[config.mk]
export PLATFORM = sky130hd
export DESIGN_NAME = fetch_redirect_ctrl
export DESIGN_NICKNAME = d
export VERILOG_FILES = /design/src/rtl/fetch_redirect_ctrl.sv
export SDC_FILE = /design/constraint.sdc
export NUM_CORES = 1
export LEC_CHECK = 0
export CAP_MARGIN = 20
export CORE_UTILIZATION = 31
export CTS_CLUSTER_SIZE = 20
export DETAILED_ROUTE_END_ITERATION = 10
export PLACE_DENSITY = 0.46
export SKIP_LAST_GASP = 1
export SYNTH_ARGS = -nofsm -noshare
export SYNTH_HDL_FRONTEND = slang
export SYNTH_SLANG_ARGS = --single-unit
[constraint.sdc]
create_clock -name clk_i -period 10 [get_ports clk_i]
set_input_delay 1 -clock clk_i [delete_from_list [all_inputs] [get_ports clk_i]]
set_output_delay 1 -clock clk_i [all_outputs]
set_load 0.005 [all_outputs]
[src/rtl/fetch_redirect_ctrl.sv]
// Fetch next-PC sequencer: PC+4 / predicted-target selection, in-flight branch
// queue, mispredict redirect with front-end flush, and saturating perf counters.
module fetch_redirect_ctrl #(
    parameter int          DEPTH     = 4,
    parameter logic [31:0] RESET_PC  = 32'h0,
    parameter int          FLUSH_CYC = 2
) (
    input  logic        clk_i,
    input  logic        rst_ni,
    input  logic        stall_i,
    input  logic        f_predict_valid_i,
    input  logic [31:0] f_predict_addr_i,
    input  logic [31:0] d_pc_i,
    input  logic        d_is_branch_i,
    input  logic        x_resolve_i,
    input  logic        x_taken_i,
    input  logic [31:0] x_target_i,
    output logic [31:0] f_pc_o,
    output logic        f_valid_o,
    output logic        flush_o,
    output logic        bp_stall_o,
    output logic        mispredict_o,
    output logic [15:0] pred_cnt_o,
    output logic [15:0] miss_cnt_o,
    output logic        q_err_o
);

    localparam int PTR_W = $clog2(DEPTH);
    localparam int FC_W  = $clog2(FLUSH_CYC + 1);

    localparam logic [0:0] S_RUN   = 1'b0;
    localparam logic [0:0] S_FLUSH = 1'b1;

    function automatic logic [15:0] sat_inc(input logic [15:0] v);
        return (v == 16'hFFFF) ? v : v + 16'd1;
    endfunction

    logic [0:0]      state_q, state_d;
    logic [FC_W-1:0] fcnt_q, fcnt_d;
    logic [31:0]     pc_q, pc_d;
    logic            flush_q, misp_q, qerr_q, qerr_d;
    logic [15:0]     pred_q, pred_d, miss_q, miss_d;
    logic            d_pt_q;
    logic [31:0]     d_tgt_q;
    logic [PTR_W-1:0] rd_q, rd_d, wr_q, wr_d;
    logic [PTR_W:0]  cnt_q, cnt_d;

    logic            q_pt_q   [DEPTH];
    logic [31:0]     q_tgt_q  [DEPTH];
    logic [31:0]     q_fall_q [DEPTH];

    logic        empty, full, pop_ok, push_req, push_ok, mis;
    logic        head_pt;
    logic [31:0] head_tgt, head_fall, redirect_pc;

    assign empty     = (cnt_q == '0);
    assign full      = (cnt_q == (PTR_W+1)'(DEPTH));
    assign head_pt   = q_pt_q[rd_q];
    assign head_tgt  = q_tgt_q[rd_q];
    assign head_fall = q_fall_q[rd_q];

    assign pop_ok   = x_resolve_i & ~empty;
    assign mis      = pop_ok & ((head_pt != x_taken_i) |
                                (x_taken_i & head_pt & (head_tgt != x_target_i)));
    assign redirect_pc = x_taken_i ? x_target_i : head_fall;
    assign push_req = d_is_branch_i & (state_q == S_RUN);
    // A correct pop frees a slot in the same cycle, so a full queue can still accept.
    assign push_ok  = push_req & (~full | pop_ok) & ~mis;

    always_comb begin
        state_d = state_q;
        fcnt_d  = fcnt_q;
        pc_d    = pc_q;
        if (mis) begin
            state_d = S_FLUSH;
            fcnt_d  = FC_W'(FLUSH_CYC - 1);
            pc_d    = redirect_pc;
        end else if (state_q == S_FLUSH) begin
            if (fcnt_q == '0) state_d = S_RUN;
            else              fcnt_d  = fcnt_q - FC_W'(1);
        end else if (!stall_i) begin
            pc_d = f_predict_valid_i ? f_predict_addr_i : pc_q + 32'd4;
        end
    end

    always_comb begin
        rd_d  = rd_q + PTR_W'(pop_ok);
        wr_d  = wr_q + PTR_W'(push_ok);
        cnt_d = cnt_q + (PTR_W+1)'(push_ok) - (PTR_W+1)'(pop_ok);
        if (mis) begin
            rd_d  = '0;
            wr_d  = '0;
            cnt_d = '0;
        end
        pred_d = pop_ok ? sat_inc(pred_q) : pred_q;
        miss_d = mis ? sat_inc(miss_q) : miss_q;
        qerr_d = qerr_q | (x_resolve_i & empty) | (push_req & full & ~pop_ok);
    end

    always_ff @(posedge clk_i or negedge rst_ni) begin
        if (!rst_ni) begin
            state_q <= S_RUN;
            fcnt_q  <= '0;
            pc_q    <= RESET_PC;
            flush_q <= 1'b0;
            misp_q  <= 1'b0;
            qerr_q  <= 1'b0;
            pred_q  <= '0;
            miss_q  <= '0;
            d_pt_q  <= 1'b0;
            rd_q    <= '0;
            wr_q    <= '0;
            cnt_q   <= '0;
        end else begin
            state_q <= state_d;
            fcnt_q  <= fcnt_d;
            pc_q    <= pc_d;
            flush_q <= mis;
            misp_q  <= mis;
            qerr_q  <= qerr_d;
            pred_q  <= pred_d;
            miss_q  <= miss_d;
            if (!stall_i) d_pt_q <= f_predict_valid_i;
            rd_q    <= rd_d;
            wr_q    <= wr_d;
            cnt_q   <= cnt_d;
        end
    end

    // Payload storage is only read behind a valid count, so it needs no reset.
    always_ff @(posedge clk_i) begin
        if (!stall_i) d_tgt_q <= f_predict_addr_i;
        if (push_ok) begin
            q_pt_q[wr_q]   <= d_pt_q;
            q_tgt_q[wr_q]  <= d_tgt_q;
            q_fall_q[wr_q] <= d_pc_i + 32'd4;
        end
    end

    assign f_pc_o       = pc_q;
    assign f_valid_o    = (state_q == S_RUN);
    assign flush_o      = flush_q;
    assign mispredict_o = misp_q;
    assign bp_stall_o   = full & d_is_branch_i;
    assign pred_cnt_o   = pred_q;
    assign miss_cnt_o   = miss_q;
    assign q_err_o      = qerr_q;

endmodule

==> key figures <==
Status
  – Run status: complete, no violations

Clocking
  – CTS sink cnt: 369
  – Post-CTS setup buffers: 0
  – CTS H-tree depth: 2
  – Clock insertion delay at the later pin of the skew report: 0.57 ns
  – CTS resizes: 0
  – CTS tree: built
  – Buffer levels on the longest clock path: 3
  – Number of buffers inserted during clock tree synthesis: 41
  – Clk Tree Root Cell: sky130_fd_sc_hd__clkbuf_16
  – CTS Hold Bufs: 0
  – Reg clk slew, reported paths: 0.06 ns

Worst setup path
  – Type of the worst setup path: reg -> reg
  – Reg2Reg Capture Point: q_fall_q[3][26]
  – R2R Path Start: rd_q[1]
  – CP required: 10.19 ns
  – Worst reg-to-reg setup slack: a little under 4 ns
  – Crit path to: q_fall_q[3][26]
  – Worst Setup SP: rd_q[1]
  – CP Max Fanout: 49
  – Critical Path End Type: flop
  – Data arrival time of the critical path: 6.32 ns
  – Critical Path Source Type: flop
  – Worst Reg-to-Reg Cells: 10

Yosys
  – Number of flops mapped to enable cells by yosys: slightly below 300
  – Top flip-flop cell by instance count after synthesis: sky130_fd_sc_hd__edfxtp_1
  – Flops & latches, synth: 369
  – Synth area leaders: sky130_fd_sc_hd__edfxtp_1, sky130_fd_sc_hd__dfrtp_1, sky130_fd_sc_hd__mux4_2
  – Part of the Yosys area used for sequential elements: 0.6774
  – Post-Syn Instances: about 1,000
  – Average cell area after synthesis: 15.60 sq um
  – Portion of synthesized cell area occupied by the leading cell type: 0.5554
  – Fraction of registers with async set or reset after synthesis: 0.2087
  – Area leader, netlist: sky130_fd_sc_hd__edfxtp_1
  – Syn. warnings: 0
  – Post-Syn Nets: 1,126
  – Number of distinct library cells after synthesis: 48
  – Cell area after synthesis: 15,790 sq um

Global route
  – Wire length of the first global-routing pass: around 64,000 microns
  – Pin count of the biggest net entering global routing: 60
  – Vias in the first global route: 9,566
  – Global-route total usage across every layer: 0.1707
  – Total gr overflow: 0
  – Number of antenna violations at the first check in global routing: 2

STA
  – Fin Hold WS: 0.3246 ns
  – Achievable Freq: 0.1629 GHz
  – Tightest Pin Transition: 1.101 ns
  – Number of failing hold endpoints at the final stage: 0
  – Number of setup violations in the final report: 0
  – Final critical delay including setup and external delays: 6.138 ns
  – Maximum clock skew at final layout: 0.01769 ns
  – Final worst path period share: 0.6138
  – RSZ-0062 raised after global routing: no
  – Max transition margin: 0.2660
  – Pins Over Slew Limit: 0
  – Post-route setup TNS: 0 ns

Final layout
  – Final net count: roughly 1,300
  – Layout overhead on the synthesized area: 24.71%
  – Share of layout cells above drive strength 1: 0.1403
  – # diodes: 0

Power and ir drop
  – Leakage power total: 6.648 nW
  – Power density normalized to cell area: 252.9 nW/um^2
  – Worst-case vdd ir drop: about 0.15 mV

Floorplanning
  – Top-level port count: around 170
  – Initial cell density of the core: 0.3147
  – Height of the die: 227.7 microns
  – Core Box Area: 50,170 sq um
  – Number of rows created at floorplan: 82
  – Chip Width: 227.7 microns
  – Floorplan die area: 51,830 sq um

Drt
  – Wire length per cell after detailed routing: 22.83 microns
  – Remaining routing DRC violations: 0
  – Post-DRT Antenna Nets: 0
  – Top routing layer in use: met4
  – Detail-routed via count per cell: 4.983
  – Met2 wire len: 20,420 microns
  – Length of routed met3 wiring: 2089 microns
  – Via total after detailed routing: 9,493
  – Detailed-route wire length on metal 1: between 20,000 and 25,000 microns
  – Count of TritonRoute iterations in the first routing pass: 5
  – 1st-iter DRT viols: 797
  – Total wire length: 43,490 microns

Min path
  – Hold/Removal Path Class: in -> async

Placement
  – Hpwl dp: ~29,000 microns
  – Port Buffers: ~170
  – GP Congestion: a little over 0.8

Job
  – Max-Cap Viols: 0
[power by group]
part | total (W) | internal (W) | switching (W) | leakage (nW)
logic | 0.00130 | 0.000666 | 0.000631 | 2.36
clock network | 0.00153 | 0.000905 | 0.000622 | 0.676
registers | 0.00216 | 0.00190 | 0.000252 | 3.62
[cell usage after synthesis, types with 3 or more instances]
cell / count
sky130_fd_sc_hd__and4_1: 10
sky130_fd_sc_hd__nor2b_1: 4
sky130_fd_sc_hd__nand2_1: 61
sky130_fd_sc_hd__xor2_1: 16
sky130_fd_sc_hd__nor3_1: 8
sky130_fd_sc_hd__nor2_1: 55
sky130_fd_sc_hd__dfrtp_1: 77
sky130_fd_sc_hd__a2bb2oi_1: 4
sky130_fd_sc_hd__a21o_1: 3
sky130_fd_sc_hd__nor4_1: 4
sky130_fd_sc_hd__mux4_2: 64
sky130_fd_sc_hd__buf_2: 10
sky130_fd_sc_hd__xnor2_1: 76
sky130_fd_sc_hd__a221oi_1: 10
sky130_fd_sc_hd__a31oi_1: 13
sky130_fd_sc_hd__ha_1: 10
sky130_fd_sc_hd__a21oi_1: 35
sky130_fd_sc_hd__a211oi_1: 6
sky130_fd_sc_hd__nor3b_1: 3
sky130_fd_sc_hd__mux2i_1: 21
sky130_fd_sc_hd__mux2_2: 18
sky130_fd_sc_hd__o31ai_1: 5
sky130_fd_sc_hd__buf_1: 7
sky130_fd_sc_hd__nand4_1: 22
sky130_fd_sc_hd__o21ai_0: 32
sky130_fd_sc_hd__o41ai_1: 5
sky130_fd_sc_hd__nand3_1: 38
sky130_fd_sc_hd__clkbuf_1: 27
sky130_fd_sc_hd__and3_1: 25
sky130_fd_sc_hd__edfxtp_1: 292
sky130_fd_sc_hd__o22ai_1: 12
sky130_fd_sc_hd__inv_1: 16
[per-layer routing]
metal	track usage	up-vias
li1	-	4325
met1	0.2478	4879
met2	0.2676	242
met3	0.02918	47
met4	0.03659	0
met5	0	-
[kinds of logic (layout without fill, tap and decap cells)]
family	count (synthesis)	count (layout)	share of synthesized area
buf+inv	63	284	0.01625
simple gates	239	239	0.07473
compound gates	135	135	0.05389
flops	369	369	0.6774
fa+ha+maj	11	11	0.009193
mux	103	103	0.1175
xor+xnor	92	92	0.05104
[registers in the layout, summed over array words and instances (netlist names)]
name          flops
cnt_q             3
d_pt_q            1
d_tgt_q          32
f_pc_o           32
fcnt_q            2
mispredict_o      1
miss_cnt_o       16
pred_cnt_o       16
q_err_o           1
q_fall_q        128
q_pt_q            4
q_tgt_q         128
rd_q              2
state_q           1
wr_q              2
[how the worst min path moves through the flow]
stage               startpoint       endpoint  slack [ns]  cells after the start
floorplan              q_err_o        q_err_o        0.45                      1
global placement       q_err_o        q_err_o        0.45                      1
detailed placement     q_err_o        q_err_o        0.45                      1
CTS                     rst_ni     f_pc_o[20]        0.32                      1
global route            rst_ni  pred_cnt_o[6]        0.32                      1
finish                  rst_ni  pred_cnt_o[6]        0.32                      1
[placed cells by master, fill, tap and decap left out, types with 12 or more instances in the layout]
cell,instances
sky130_fd_sc_hd__a21oi_1,35
sky130_fd_sc_hd__a31oi_1,12
sky130_fd_sc_hd__and3_1,25
sky130_fd_sc_hd__buf_4,20
sky130_fd_sc_hd__clkbuf_16,42
sky130_fd_sc_hd__clkdlybuf4s50_1,168
sky130_fd_sc_hd__clkinv_1,15
sky130_fd_sc_hd__dfrtp_1,75
sky130_fd_sc_hd__edfxtp_1,292
sky130_fd_sc_hd__inv_1,16
sky130_fd_sc_hd__mux2_2,18
sky130_fd_sc_hd__mux2i_1,21
sky130_fd_sc_hd__mux4_2,64
sky130_fd_sc_hd__nand2_1,61
sky130_fd_sc_hd__nand3_1,38
sky130_fd_sc_hd__nand4_1,22
sky130_fd_sc_hd__nor2_1,53
sky130_fd_sc_hd__o21ai_0,32
sky130_fd_sc_hd__o22ai_1,12
sky130_fd_sc_hd__xnor2_1,76
sky130_fd_sc_hd__xor2_1,16
[stage by stage]
stage	worst slack, ns	area [sq um]	utilization	std cells	power, W
4_1_cts	3.732	19680	0.3923	1904	0.005054
5_1_grt	3.523	19690	0.3924	1905	0.005235
3_3_place_gp	3.847	18320	0.3652	1828	0.003506
6_report	3.862	19690	0.3924	1905	0.004980
3_5_place_dp	3.732	18320	0.3652	1828	0.003513
2_1_floorplan	1.097	15790	-	1012	0.002897
[cell type report]
cell class	instances	area [sq um]
repair buffers	191	1847
fillers	4682	30480
clock buffers	45	1072
clock inverters	31	289.0
multi-input cells	580	4876
well taps	672	840.8
inverters	17	63.81
flip-flops and latches	369	10700
[critical path, cell delays in order (launching register included)]
cell                        delay (ns)
sky130_fd_sc_hd__dfrtp_2          1.01
sky130_fd_sc_hd__buf_4            0.59
sky130_fd_sc_hd__mux4_2           0.40
sky130_fd_sc_hd__ha_1             0.31
sky130_fd_sc_hd__or3_1            0.35
sky130_fd_sc_hd__a2111oi_0        0.71
sky130_fd_sc_hd__a31oi_4          0.14
sky130_fd_sc_hd__buf_4            0.29
sky130_fd_sc_hd__a311o_1          0.51
sky130_fd_sc_hd__nor2_4           0.55
sky130_fd_sc_hd__buf_4            0.75
Power figures use the tool's default switching activity.
